### src/rtl/dotseq_pkg.sv
// Shared types and constants for the dot-product sequencer and its watchdog.
package dotseq_pkg;

  localparam int FP16_W = 16;
  localparam logic [FP16_W-1:0] FP16_ZERO = 16'h0000;

  typedef enum logic [2:0] {
    S_IDLE,
    S_CLEAR,
    S_FETCH,
    S_ISSUE,
    S_WAIT,
    S_RESULT
  } state_t;

endpackage

### src/rtl/dotseq_watchdog.sv
// WAIT-state timeout counter; only instantiated when DOTSEQ_TIMEOUT_EN is defined.
module dotseq_watchdog #(
  parameter int LIMIT = 64
) (
  input  logic clk,
  input  logic reset,
  input  logic clr,
  input  logic en,
  output logic expired
);

  localparam int CNT_W = $clog2(LIMIT + 1);

  logic [CNT_W-1:0] count;

  // Fires on the LIMIT-th enabled cycle after a clear.
  assign expired = en && (count == CNT_W'(LIMIT - 1));

  always_ff @(posedge clk) begin
    if (reset || clr) begin
      count <= '0;
    end else if (en && !expired) begin
      count <= count + CNT_W'(1);
    end
  end

endmodule

### src/rtl/dot_product_sequencer.sv
// Streams K operand pairs through one FP16 MAC unit and returns the accumulated result.
// Optional WAIT-state watchdog is enabled with `define DOTSEQ_TIMEOUT_EN.
module dot_product_sequencer
  import dotseq_pkg::*;
#(
  parameter int LEN_W       = 8,
  parameter int TIMEOUT_CYC = 64
) (
  input  logic              clk,
  input  logic              reset,
  input  logic              cmd_valid,
  output logic              cmd_ready,
  input  logic [LEN_W-1:0]  cmd_len,
  input  logic              op_valid,
  output logic              op_ready,
  input  logic [FP16_W-1:0] op_a,
  input  logic [FP16_W-1:0] op_b,
  output logic              pu_start,
  output logic [FP16_W-1:0] pu_a,
  output logic [FP16_W-1:0] pu_b,
  output logic              pu_clr,
  input  logic              pu_ready,
  input  logic [FP16_W-1:0] pu_p,
  output logic              res_valid,
  input  logic              res_ready,
  output logic [FP16_W-1:0] res_data,
  output logic              res_err
);

  localparam logic [LEN_W-1:0] REM_ONE = LEN_W'(1);

  if (LEN_W < 1 || TIMEOUT_CYC < 1) begin : g_bad_params
    $error("dot_product_sequencer: LEN_W and TIMEOUT_CYC must be positive");
  end

  state_t           state;
  logic [LEN_W-1:0] rem;

`ifdef DOTSEQ_TIMEOUT_EN
  logic timeout;

  // Entering WAIT always passes through ISSUE, so clearing there restarts the count.
  dotseq_watchdog #(
    .LIMIT (TIMEOUT_CYC)
  ) u_watchdog (
    .clk     (clk),
    .reset   (reset),
    .clr     (state == S_ISSUE),
    .en      (state == S_WAIT),
    .expired (timeout)
  );
`else
  assign res_err = 1'b0;
`endif

  // All handshake outputs are registered: each is set on the transition into the state that owns it.
  // NOTE: state and outputs use non-blocking (<=) so every register samples pre-edge values.
  always_ff @(posedge clk) begin
    if (reset) begin
      state     <= S_IDLE;
      rem       <= '0;
      cmd_ready <= 1'b1;
      op_ready  <= 1'b0;
      pu_start  <= 1'b0;
      pu_clr    <= 1'b0;
      res_valid <= 1'b0;
      pu_a      <= FP16_ZERO;
      pu_b      <= FP16_ZERO;
      res_data  <= FP16_ZERO;
`ifdef DOTSEQ_TIMEOUT_EN
      res_err   <= 1'b0;
`endif
    end else begin
      pu_start <= 1'b0;
      pu_clr   <= 1'b0;

      case (state)
        S_IDLE: begin
          if (cmd_valid) begin
            rem       <= cmd_len;
            cmd_ready <= 1'b0;
            pu_clr    <= 1'b1;
            state     <= S_CLEAR;
          end
        end

        S_CLEAR: begin
          if (rem == '0) begin
            res_data  <= FP16_ZERO;
            res_valid <= 1'b1;
            state     <= S_RESULT;
          end else begin
            op_ready <= 1'b1;
            state    <= S_FETCH;
          end
        end

        S_FETCH: begin
          if (op_valid) begin
            pu_a     <= op_a;
            pu_b     <= op_b;
            op_ready <= 1'b0;
            pu_start <= 1'b1;
            state    <= S_ISSUE;
          end
        end

        S_ISSUE: begin
          state <= S_WAIT;
        end

        S_WAIT: begin
          if (pu_ready) begin
            if (rem != '0) begin
              rem <= rem - REM_ONE;
            end
            if (rem == REM_ONE) begin
              res_data  <= pu_p;
              res_valid <= 1'b1;
              state     <= S_RESULT;
            end else begin
              op_ready <= 1'b1;
              state    <= S_FETCH;
            end
          end
`ifdef DOTSEQ_TIMEOUT_EN
          else if (timeout) begin
            pu_clr    <= 1'b1;
            res_err   <= 1'b1;
            res_data  <= FP16_ZERO;
            res_valid <= 1'b1;
            state     <= S_RESULT;
          end
`endif
        end

        S_RESULT: begin
          if (res_ready) begin
            res_valid <= 1'b0;
            cmd_ready <= 1'b1;
`ifdef DOTSEQ_TIMEOUT_EN
            res_err   <= 1'b0;
`endif
            state     <= S_IDLE;
          end
        end

        default: begin
          state <= S_IDLE;
        end
      endcase
    end
  end

endmodule

### config.mk
export PLATFORM = sky130hd
export DESIGN_NAME = dot_product_sequencer
export DESIGN_NICKNAME = d
export VERILOG_FILES = /design/src/rtl/dotseq_pkg.sv /design/src/rtl/dotseq_watchdog.sv /design/src/rtl/dot_product_sequencer.sv
export SDC_FILE = /design/constraint.sdc
export NUM_CORES = 1
export LEC_CHECK = 0
export CORE_MARGIN = 3
export CORE_UTILIZATION = 26
export CTS_BUF_LIST = sky130_fd_sc_hd__clkbuf_16
export CTS_CLUSTER_SIZE = 28
export DETAILED_ROUTE_END_ITERATION = 8
export GPL_TIMING_DRIVEN = 0
export PLACE_DENSITY = 0.54
export SETUP_SLACK_MARGIN = 0.02
export SLEW_MARGIN = 20
export SYNTH_ARGS = -nofsm -noshare
export SYNTH_HDL_FRONTEND = slang
export SYNTH_SLANG_ARGS = --single-unit
### constraint.sdc
create_clock -name clk -period 4.6 [get_ports clk]
set_input_delay 0.46 -clock clk [delete_from_list [all_inputs] [get_ports clk]]
set_output_delay 0.46 -clock clk [all_outputs]
set_load 0.02 [all_outputs]
==> key figures <==
Run status
  • Outcome: finished clean

Clocking
  • Clock slew at the register clock pins of the worst setup and hold paths: 0.05 ns
  • Clock Tree Root: sky130_fd_sc_hd__clkbuf_16
  • H-Tree Depth: 3
  • Quantity of gates resized following cts: 0
  • Clock network latency to the later pin of the worst-skew pair: 0.32 ns
  • Clk buf depth: 2
  • Clock tree from TritonCTS: built
  • Clock tree sinks: 64
  • Post-cts hold buffer count: 0
  • TritonCTS Buffers: 9
  • Number of buffers inserted to repair setup after CTS: 0

Power and ir drop
  • Peak ir drop on the vdd network: 193.4 µV
  • Total leakage power: 1.496 nW
  • Power per unit of standard cell area: 499.0 mW/mm²
  • Design Power: 2.190 mW

Global route
  • Met1 track demand over resource: 18.04%
  • Global Route Usage Sum: 14.16%
  • Busiest layer in global routing: met2
  • Aggregate global routing overflow: 0
  • Met2 demand-to-capacity share in global routing: 23.03%
  • Maximum number of pins on one net before global-route repair: 12
  • Antenna violations before repair: 0
  • Number of global-route vias before repair: 2682
  • Wire length of the first global-routing pass: 13240 µm
  • Met3 GRT Util: 4.440%

Job
  • Maximum Capacitance Violations: 0

Worst setup path
  • Master of the slowest instance on the critical path: sky130_fd_sc_hd__a2111o_1
  • Cells traversed along the worst timing path: clkdlybuf4s50_1 > nand4b_1 > a2111o_1 > clkbuf_1 > nand2_1 > a21oi_1
  • Critical Path End Type: register
  • Nature of the critical path startpoint: input pin
  • Crit Path Category: input pin to register
  • Critical path data required time: 4.79 ns
  • Worst stage delay on the critical path: 0.59 ns
  • Signal arrival time at the worst endpoint: 2.32 ns
  • Critical path peak fanout: 10

Die
  • Total core area: 0.01004 mm²
  • Area enclosed by the die boundary: 0.01186 mm²
  • Number of placement rows: 36
  • Starting Density: 27.42%
  • Horizontal die dimension: 108.9 µm
  • Chip Height: 108.9 µm
  • IO Pins: 116

Placement
  • Post-detail-place hpwl: 6114 µm
  • Pre-CTS setup slack: 2.102 ns
  • Cell area after placement: 0.004051 mm²
  • Global placer's final weighted congestion: 0.8268
  • Total instance count after detailed placement: 597
  • Count of port buffers added during placement: 113

Synth
  • Async set-or-reset flop fraction in the synthesized netlist: 0%
  • Synth cell types: 40
  • Synthesized instance count: 351
  • Syn Area/Cell: 7.846 µm²
  • Net count of the mapped netlist: 416
  • Number of synthesized register bits: 64
  • Syn. warnings: 0
  • Top-area cell type share of the netlist area: 46.52%
  • Dominant cells by area after synthesis: sky130_fd_sc_hd__dfxtp_1 (47%), sky130_fd_sc_hd__nand2_1 (13%), sky130_fd_sc_hd__a21oi_1 (11%)
  • Most used flip-flop cell after synthesis: sky130_fd_sc_hd__dfxtp_1
  • Area leader, netlist: sky130_fd_sc_hd__dfxtp_1
  • Number of flops mapped to enable cells by yosys: 0
  • Part of the Yosys area used for sequential elements: 46.52%
  • Cell Area, Synth: 0.002754 mm²

STA
  • Final critical-path setup slack: 2.465 ns
  • Number of max-slew violations in the final report: 0
  • Total negative slack: 0 ns
  • Rel. slew slack: 62.51%
  • Fmax: 468.4 MHz
  • Final count of hold timing violations: 0
  • Final worst clock skew: 0.007008 ns
  • Final worst path period share: 46.41%
  • Min Tclk post-route: 2.135 ns
  • Total of endpoints with negative setup slack in the final report: 0
  • Actual transition at the worst max-transition pin: 0.5612 ns
  • Setup repair after global routing missed its margin: no

Routing
  • Initial DRT Pass Iterations: 4
  • Count of unresolved DRC violations after routing: 0
  • Routed wire per std cell: 13.65 µm
  • Via count: 2812
  • Routed Wire Length: 8367 µm
  • Starting DRC count in detailed routing: 101
  • Via-per-instance ratio: 4.587
  • Antenna-violating nets left: 0

Finish
  • Total number of nets in the final design: 540
  • Commonest non-fill, non-tap cells in the layout: sky130_fd_sc_hd__clkdlybuf4s50_1 (113), sky130_fd_sc_hd__nand2_1 (94), sky130_fd_sc_hd__dfxtp_1 (64)
  • Post-route standard cell area excluding fillers: 0.004388 mm²
  • Number of antenna diodes: 0
  • Share of layout cells above drive strength 1: 6.042%
  • Non-filler cells, final: 613
  • Most frequent standard cell in the layout excluding fill and tap cells: sky130_fd_sc_hd__clkdlybuf4s50_1
  • Synth-to-Final Area Change: 59.34%

Worst hold path
  • Type of the most critical hold path: register to register
==> critical path, delay by kind of cell <==
family,cells,cell delay (ns)
compound gates,2,0.65
buf+inv,2,0.85
simple gates,2,0.37
==> sequential cells by signal, summed over array words and instances (netlist names) <==
register,flops
res_data,16
pu_b,16
pu_a,16
rem,8
state,3
pu_clr,1
cmd_ready,1
op_ready,1
res_valid,1
pu_start,1
==> cell type report <==
type / instances / area [µm²]
Sequential cell: 64 / 1281
Clock buffer: 9 / 225.2
Tap cell: 133 / 166.4
Buffer: 30 / 141.4
Clock inverter: 7 / 111.4
Inverter: 6 / 22.52
Timing Repair Buffer: 113 / 1131
Fill cell: 1005 / 5657
Multi-Input combinational cell: 251 / 1309
==> stage by stage <==
stage          hold WS (ns)  utilization, %
6_report             0.4453           43.68
5_1_grt              0.4665           43.68
4_1_cts              0.4507           43.68
3_5_place_dp         0.4426           40.33
3_3_place_gp         0.4364           40.33
2_1_floorplan        0.4351               -
==> power breakdown <==
group | internal [mW] | switching, mW | leakage [nW] | total [mW]
Clock | 0.525 | 0.238 | 0.168 | 0.763
Sequential | 0.634 | 0.0570 | 0.519 | 0.691
Combinational | 0.316 | 0.419 | 0.809 | 0.735
==> kinds of logic after synthesis <==
| logic type | Yosys count | synth area share [%] |
|---|---|---|
| muxes | 1 | 0.3635 |
| AOI/OAI and AO/OA | 87 | 19.45 |
| xor gates and xnor gates | 1 | 0.3181 |
| and+or+nand+nor | 158 | 25.90 |
| other | 1 | 0.1362 |
| buffers and inverters | 36 | 5.952 |
| adders and majority gates | 3 | 1.363 |
| DFF | 64 | 46.52 |
==> metal layers <==
metal,up-vias,routed length (µm)
met4,0,73
met1,1256,3733
met3,7,668
li1,1449,-
met2,100,3891
met5,-,0
==> Yosys cell counts (all sizes together), types with 2 or more instances <==
master / number
nand2: 94
dfxtp: 64
a21oi: 58
clkbuf: 21
nand3: 17
nor2: 15
nor3: 10
buf: 9
o21ai: 7
inv: 6
o32ai: 6
nor3b: 5
nand3b: 4
a2111oi: 3
a31oi: 3
ha: 3
o21a: 3
a2111o: 2
a22oi: 2
nand2b: 2
nor4: 2
or3: 2
==> path summary, 6_finish.rpt <==
kind / start / to / slack [ns] / depth (start not counted)
hold / removal: cmd_ready / cmd_ready / 0.45 / 2
hold reg to reg: cmd_ready / cmd_ready / 0.45 / 2
setup reg to reg: rem[0] / res_data[9] / 2.58 / 6
setup / recovery: pu_ready / res_data[9] / 2.47 / 6
(Power assumes the default switching activity.)
